## src/rtl/reorder_buffer.sv

```systemverilog
// reorder_buffer: in-order RoB with operand-tag lookup, CDB capture, in-order retire and mispredict flush.
// Optional same-cycle CDB-to-query forwarding is enabled by defining ROB_CDB_BYPASS_EN.
module reorder_buffer #(
   parameter int unsigned BITS = 4,
   parameter int unsigned SIZE = 16,
   localparam int unsigned XLEN   = 32,
   localparam int unsigned REG_W  = 5,
   localparam int unsigned TYPE_W = 2
) (
   input  logic              clk_in,
   input  logic              rst_in,
   input  logic              rdy_in,
   input  logic              issue_valid,
   input  logic [REG_W-1:0]  issue_rd,
   input  logic [TYPE_W-1:0] issue_type,
   input  logic [XLEN-1:0]   issue_pc,
   input  logic              issue_pred_taken,
   output logic              rob_full,
   output logic [BITS-1:0]   rob_tail,
   input  logic [BITS-1:0]   query_id_1,
   input  logic [BITS-1:0]   query_id_2,
   output logic              query_busy_1,
   output logic              query_busy_2,
   output logic [XLEN-1:0]   query_value_1,
   output logic [XLEN-1:0]   query_value_2,
   input  logic              cdb_valid,
   input  logic [BITS-1:0]   cdb_id,
   input  logic [XLEN-1:0]   cdb_value,
   input  logic              cdb_taken,
   input  logic [XLEN-1:0]   cdb_target,
   output logic              commit_valid,
   output logic [BITS-1:0]   commit_id,
   output logic [REG_W-1:0]  commit_rd,
   output logic [XLEN-1:0]   commit_value,
   output logic              commit_store,
   output logic              flush_out,
   output logic [XLEN-1:0]   flush_pc
);

   localparam int unsigned CNT_W = BITS + 1;
   localparam logic [TYPE_W-1:0] TYPE_REG    = TYPE_W'(0);
   localparam logic [TYPE_W-1:0] TYPE_STORE  = TYPE_W'(1);
   localparam logic [TYPE_W-1:0] TYPE_BRANCH = TYPE_W'(2);

   typedef struct packed {
      logic              valid;
      logic              ready;
      logic [TYPE_W-1:0] kind;
      logic [REG_W-1:0]  rd;
      logic [XLEN-1:0]   pc;
      logic              pred;
      logic [XLEN-1:0]   value;
      logic              taken;
      logic [XLEN-1:0]   target;
   } rob_entry_t;

   rob_entry_t       entry_q [SIZE];
   rob_entry_t       entry_d [SIZE];
   logic [BITS-1:0]  head_q, head_d;
   logic [BITS-1:0]  tail_q, tail_d;
   logic [CNT_W-1:0] count_q, count_d;

   rob_entry_t head_e;
   rob_entry_t q1_e;
   rob_entry_t q2_e;
   logic       do_issue;
   logic       do_cdb;
   logic       do_commit;
   logic       mispredict;

   assign rob_full   = (count_q == CNT_W'(SIZE));
   assign rob_tail   = tail_q;
   assign head_e     = entry_q[head_q];
   assign do_issue   = rdy_in && issue_valid && !rob_full;
   assign do_cdb     = rdy_in && cdb_valid && entry_q[cdb_id].valid;
   assign do_commit  = rdy_in && head_e.valid && head_e.ready;
   assign mispredict = do_commit && (head_e.kind == TYPE_BRANCH) && (head_e.taken != head_e.pred);

   // Next-state: CDB capture, allocate at tail, retire at head; a mispredict overrides everything.
   always_comb begin
      entry_d = entry_q;
      head_d  = head_q;
      tail_d  = tail_q;
      count_d = count_q + CNT_W'(do_issue) - CNT_W'(do_commit);
      if (do_cdb) begin
         entry_d[cdb_id].ready  = 1'b1;
         entry_d[cdb_id].value  = cdb_value;
         entry_d[cdb_id].taken  = cdb_taken;
         entry_d[cdb_id].target = cdb_target;
      end
      if (do_issue) begin
         entry_d[tail_q] = '{valid: 1'b1, ready: 1'b0, kind: issue_type, rd: issue_rd,
                             pc: issue_pc, pred: issue_pred_taken, value: '0,
                             taken: 1'b0, target: '0};
         tail_d = tail_q + BITS'(1);
      end
      if (do_commit) begin
         entry_d[head_q].valid = 1'b0;
         entry_d[head_q].ready = 1'b0;
         head_d = head_q + BITS'(1);
      end
      if (mispredict) begin
         for (int i = 0; i < int'(SIZE); i++) begin
            entry_d[i].valid = 1'b0;
            entry_d[i].ready = 1'b0;
         end
         head_d  = '0;
         tail_d  = '0;
         count_d = '0;
      end
   end

   always_ff @(posedge clk_in or negedge rst_in) begin
      if (!rst_in) begin
         for (int i = 0; i < int'(SIZE); i++) begin
            entry_q[i] <= '0;
         end
         head_q  <= '0;
         tail_q  <= '0;
         count_q <= '0;
      end else begin
         entry_q <= entry_d;
         head_q  <= head_d;
         tail_q  <= tail_d;
         count_q <= count_d;
      end
   end

   // Retire and flush pulses; payload holds between events.
   always_ff @(posedge clk_in or negedge rst_in) begin
      if (!rst_in) begin
         commit_valid <= 1'b0;
         commit_id    <= '0;
         commit_rd    <= '0;
         commit_value <= '0;
         commit_store <= 1'b0;
         flush_out    <= 1'b0;
         flush_pc     <= '0;
      end else begin
         commit_valid <= do_commit;
         flush_out    <= mispredict;
         if (do_commit) begin
            commit_id    <= head_q;
            commit_rd    <= (head_e.kind == TYPE_REG) ? head_e.rd : '0;
            commit_value <= head_e.value;
            commit_store <= (head_e.kind == TYPE_STORE);
         end
         if (mispredict) begin
            flush_pc <= head_e.taken ? head_e.target : head_e.pc + XLEN'(4);
         end
      end
   end

   assign q1_e = entry_q[query_id_1];
   assign q2_e = entry_q[query_id_2];

   // Operand-tag lookups for the reservation station.
   always_comb begin
      query_busy_1  = q1_e.valid && !q1_e.ready;
      query_value_1 = q1_e.value;
      query_busy_2  = q2_e.valid && !q2_e.ready;
      query_value_2 = q2_e.value;
`ifdef ROB_CDB_BYPASS_EN
      if (cdb_valid && (cdb_id == query_id_1) && q1_e.valid) begin
         query_busy_1  = 1'b0;
         query_value_1 = cdb_value;
      end
      if (cdb_valid && (cdb_id == query_id_2) && q2_e.valid) begin
         query_busy_2  = 1'b0;
         query_value_2 = cdb_value;
      end
`endif
   end

endmodule

```

## config.mk

```make
export PLATFORM = sky130hd
export DESIGN_NAME = reorder_buffer
export DESIGN_NICKNAME = d
export VERILOG_FILES = /design/src/rtl/reorder_buffer.sv
export SDC_FILE = /design/constraint.sdc
export NUM_CORES = 2
export LEC_CHECK = 0
export CORE_MARGIN = 2
export CORE_UTILIZATION = 30
export DETAILED_ROUTE_END_ITERATION = 12
export DONT_BUFFER_PORTS = 1
export SLEW_MARGIN = 10
export SYNTH_ARGS = -nofsm -noshare
export SYNTH_HDL_FRONTEND = slang
export SYNTH_SLANG_ARGS = --single-unit
```

## constraint.sdc

```tcl
create_clock -name clk_in -period 5.2 [get_ports clk_in]
set_clock_uncertainty 0.05 [all_clocks]
set_input_delay 1.04 -clock clk_in [delete_from_list [all_inputs] [get_ports clk_in]]
set_output_delay 1.04 -clock clk_in [all_outputs]
set_load 0.05 [all_outputs]
```

==> out/qor_table.md <==
| Item | Value |
|:---|:---|
| Status | finished, final reports clean |
| Clock network latency to the later pin of the worst-skew pair | 0.89 ns |
| Relative slew margins | 21.2% |
| Crit path time final | 4.15 ns |
| Finished Cell Area | 0.102 mm^2 |
| Leading post-synthesis cells by cell area | sky130_fd_sc_hd__dfrtp_1 (49%), sky130_fd_sc_hd__mux4_2 (21%), sky130_fd_sc_hd__nand2_1 (8.9%) |
| Max-slew violation total from the final report | 0 |
| Pin count of the biggest net entering global routing | 239 |
| Setup repair after global routing missed its margin | false |
| Floorplan row count | 202 |
| Setup crit end kind | register |
| Count of different cell masters after synthesis | 54 |
| Fraction of synthesized cell area taken by the top area cell type | 49.3% |
| Cts repair resizes | 0 |
| CTS sink count | 1801 |
| Height of the die | 556 um |
| Post-synthesis cell type with the largest combined area | sky130_fd_sc_hd__dfrtp_1 |
| Data required time at the worst endpoint | 5.88 ns |
| Total half-perimeter wirelength after legalization and detailed placement | 186000 um |
| Fraction of layout cells with a size suffix above 1 | 27.1% |
| Number of enable-type register cells in the synthesized netlist | 0 |
| Kind of launch point of the worst setup path | register |
| Summed instance area of the synthesized netlist | 0.0914 mm^2 |
| Worst voltage drop across the vdd grid | 0.458 mV |
| Worst Slack Setup Final | 1.05 ns |
| Fmax | 241 MHz |
| Setup_tns | 0 ns |
| Portion of the clock cycle consumed by the worst path in the final layout | 79.7% |
| TritonCTS clock tree | done |
| Area of the core region | 0.303 mm^2 |
| Max cap viols | 0 |
| Placed cell count | 11135 |
| Clock slew at reported path FFs | 0.06 ns |
| Number of detailed-route iterations in the first pass | 6 |
| Number of standard cells after synthesis | 7810 |
| Share of async-settable or async-resettable flops after synthesis | 100% |
| IO Pins | 269 |
| Worst hold-check slack | 0.0936 ns |
| Routed Wire Length | 334000 um |
| Power density over cell area | 524 mW/mm^2 |
| PortBufs | 0 |
| Clk Tree Root Cell | sky130_fd_sc_hd__clkbuf_16 |
| Length in cells of the worst reg-to-reg path | 9 |
| Via density | 5.77 |
| Endpoints failing setup | 0 |
| Leakage power total | 41.9 nW |
| Warning count from the yosys run | 0 |
| Number of design rule violations left after detail routing | 0 |
| Wire length of the first global-routing pass | 486000 um |
| Class of the most critical hold timing path | in2async |
| Final estimated routing congestion in global placement | 0.821 |
| Area added between synthesis and finish | 11.3% |
| Arrival time at the worst endpoint | 4.83 ns |
| Combined global-route utilization of all metal layers | 21.3% |
| Primary flip-flop cell chosen by synthesis mapping | sky130_fd_sc_hd__dfrtp_1 |
| Post-detailed-placement cell area | 0.0951 mm^2 |
| Total Die Area | 0.309 mm^2 |
| Worst slack, placed | 0.951 ns |
| Post-Layout Cell Count | 11486 |
| Final hold vios | 0 |
| Setup slack, reg-to-reg | 1.05 ns |
| Starting density of the core | 30.2% |
| H-Tree Level Count | 4 |
| Number of antenna violations at the first check in global routing | 13 |
| Vias post-DR | 66316 |
| Actual slew at the worst max-slew pin | 1.18 ns |
| CP Class | reg2reg |
| Average detailed-routed wire length per instance | 29.1 um |
| Post-route ant nets | 0 |
| Clock buffer depth | 4 |
| Synthesized area per cell | 11.7 um^2 |
| Num CTS Buffers | 195 |
| Vias in the first global route | 67731 |
| Total congestion overflow | 0 |
| Number of synthesized register bits | 1801 |
| Initial DRC Count | 7819 |
| Fraction of the yosys area taken by sequential cells | 49.3% |
| Critical path peak fanout | 96 |
| Final-stage net count | 7497 |
| Horiz. Die Dim | 556 um |
| Post-Syn Nets | 7948 |
==> per-stage QoR <==
stage / power (W) / util (%)
global route: 0.0556 / 33.5
global placement: 0.0384 / 31.4
floorplan: 0.0340 / -
detailed placement: 0.0392 / 31.4
CTS: 0.0533 / 33.5
finish: 0.0532 / 33.6
==> per-layer routing <==
metal  wire [um]  global-route usage [%]  share of wire [%]  vias to the layer above
met5          27                  0.0781             0.0081                        -
met4       17400                    9.61                5.2                        6
met3       39400                    6.73                 12                      951
met2      154000                    33.6                 46                     3922
met1      123000                    26.6                 37                    34723
li1            -                       -                  -                    26714
==> what timing repair did <==
action | 4_1_cts | 5_1_grt
setup buffers | 0 | 0
endpoints found under the hold margin | 3 | 0
hold buffers | 1 | 0
setup endpoints to repair | 0 | 0
==> where the power goes <==
| part | internal, W | leakage (nW) | switching (W) |
|---|---|---|---|
| Clock | 0.00826 | 3.17 | 0.00596 |
| Sequential | 0.0182 | 24.2 | 0.00362 |
| Combinational | 0.00859 | 14.5 | 0.00863 |
| Total | 0.0350 | 41.9 | 0.0182 |
==> cell families after synthesis <==
logic type	synth area share, %
simple gates	10.4
flops	49.3
mux	29.2
compound gates	6.71
buf+inv	3.90
xor+xnor	0.220
fa+ha+maj	0.227
==> cells in the mapped netlist, drive strengths merged, types with 11 or more instances <==
| master | n |
|---|---|
| mux2 | 675 |
| ha | 15 |
| nand4 | 15 |
| xor2 | 11 |
| a22oi | 20 |
| xnor2 | 12 |
| mux4 | 842 |
| dfrtp | 1801 |
| mux2i | 12 |
| o31ai | 11 |
| nor3 | 37 |
| nand2b | 14 |
| buf | 383 |
| or3 | 11 |
| o21ai | 54 |
| a21oi | 1060 |
| clkbuf | 422 |
| nand2 | 2163 |
| inv | 25 |
| nor2 | 100 |
| and2 | 11 |
| and3 | 14 |
| or2 | 11 |
| nand3 | 23 |
==> final cells by class <==
type	count	area, um^2
multi-input combinational	5178	43000
tap	3978	4980
sequential	1801	45100
timing repair buffer	157	2080
clock inverter	65	779
fill	29509	201000
antenna	5	12.5
inverter	26	105
clock buffer	276	5640
==> final timing paths <==
check,from,to
min,rst_in,asynchronous set/reset pin
max reg2reg,head_q[1]$_DFFE_PN0P_,flush_pc[21]$_DFFE_PN0P_
max in group asynchronous,rst_in,entry_q[808]$_DFF_PN0_
min in group clk_in,issue_pc[20],register
max,head_q[1]$_DFFE_PN0P_,flush_pc[21]$_DFFE_PN0P_
min reg2reg,register,register
==> placed cells by master (no fill, tap or decap), drive strengths merged, types with 15 or more instances in the layout <==
| cell | n |
|---|---|
| mux2 | 675 |
| nand4 | 15 |
| a21oi | 1060 |
| ha | 15 |
| buf | 156 |
| dfrtp | 1801 |
| clkbuf | 276 |
| clkinv | 43 |
| nor3 | 37 |
| mux4 | 842 |
| bufinv | 15 |
| inv | 28 |
| nand3 | 23 |
| a22oi | 20 |
| nand2 | 2163 |
| nor2 | 100 |
| o21ai | 54 |
==> worst max-delay path: stages (launching register included) <==
cell and delay (ns):
sky130_fd_sc_hd__dfrtp_4 0.65, sky130_fd_sc_hd__buf_12 0.40, sky130_fd_sc_hd__mux4_2 0.36, sky130_fd_sc_hd__a22oi_1 0.09
sky130_fd_sc_hd__nand2_1 0.33, sky130_fd_sc_hd__nand4_1 0.43, sky130_fd_sc_hd__nor3_2 0.74, sky130_fd_sc_hd__a31oi_1 0.16
sky130_fd_sc_hd__o31ai_1 0.35, sky130_fd_sc_hd__o21ai_1 0.10
Power figures use the tool's default switching activity.
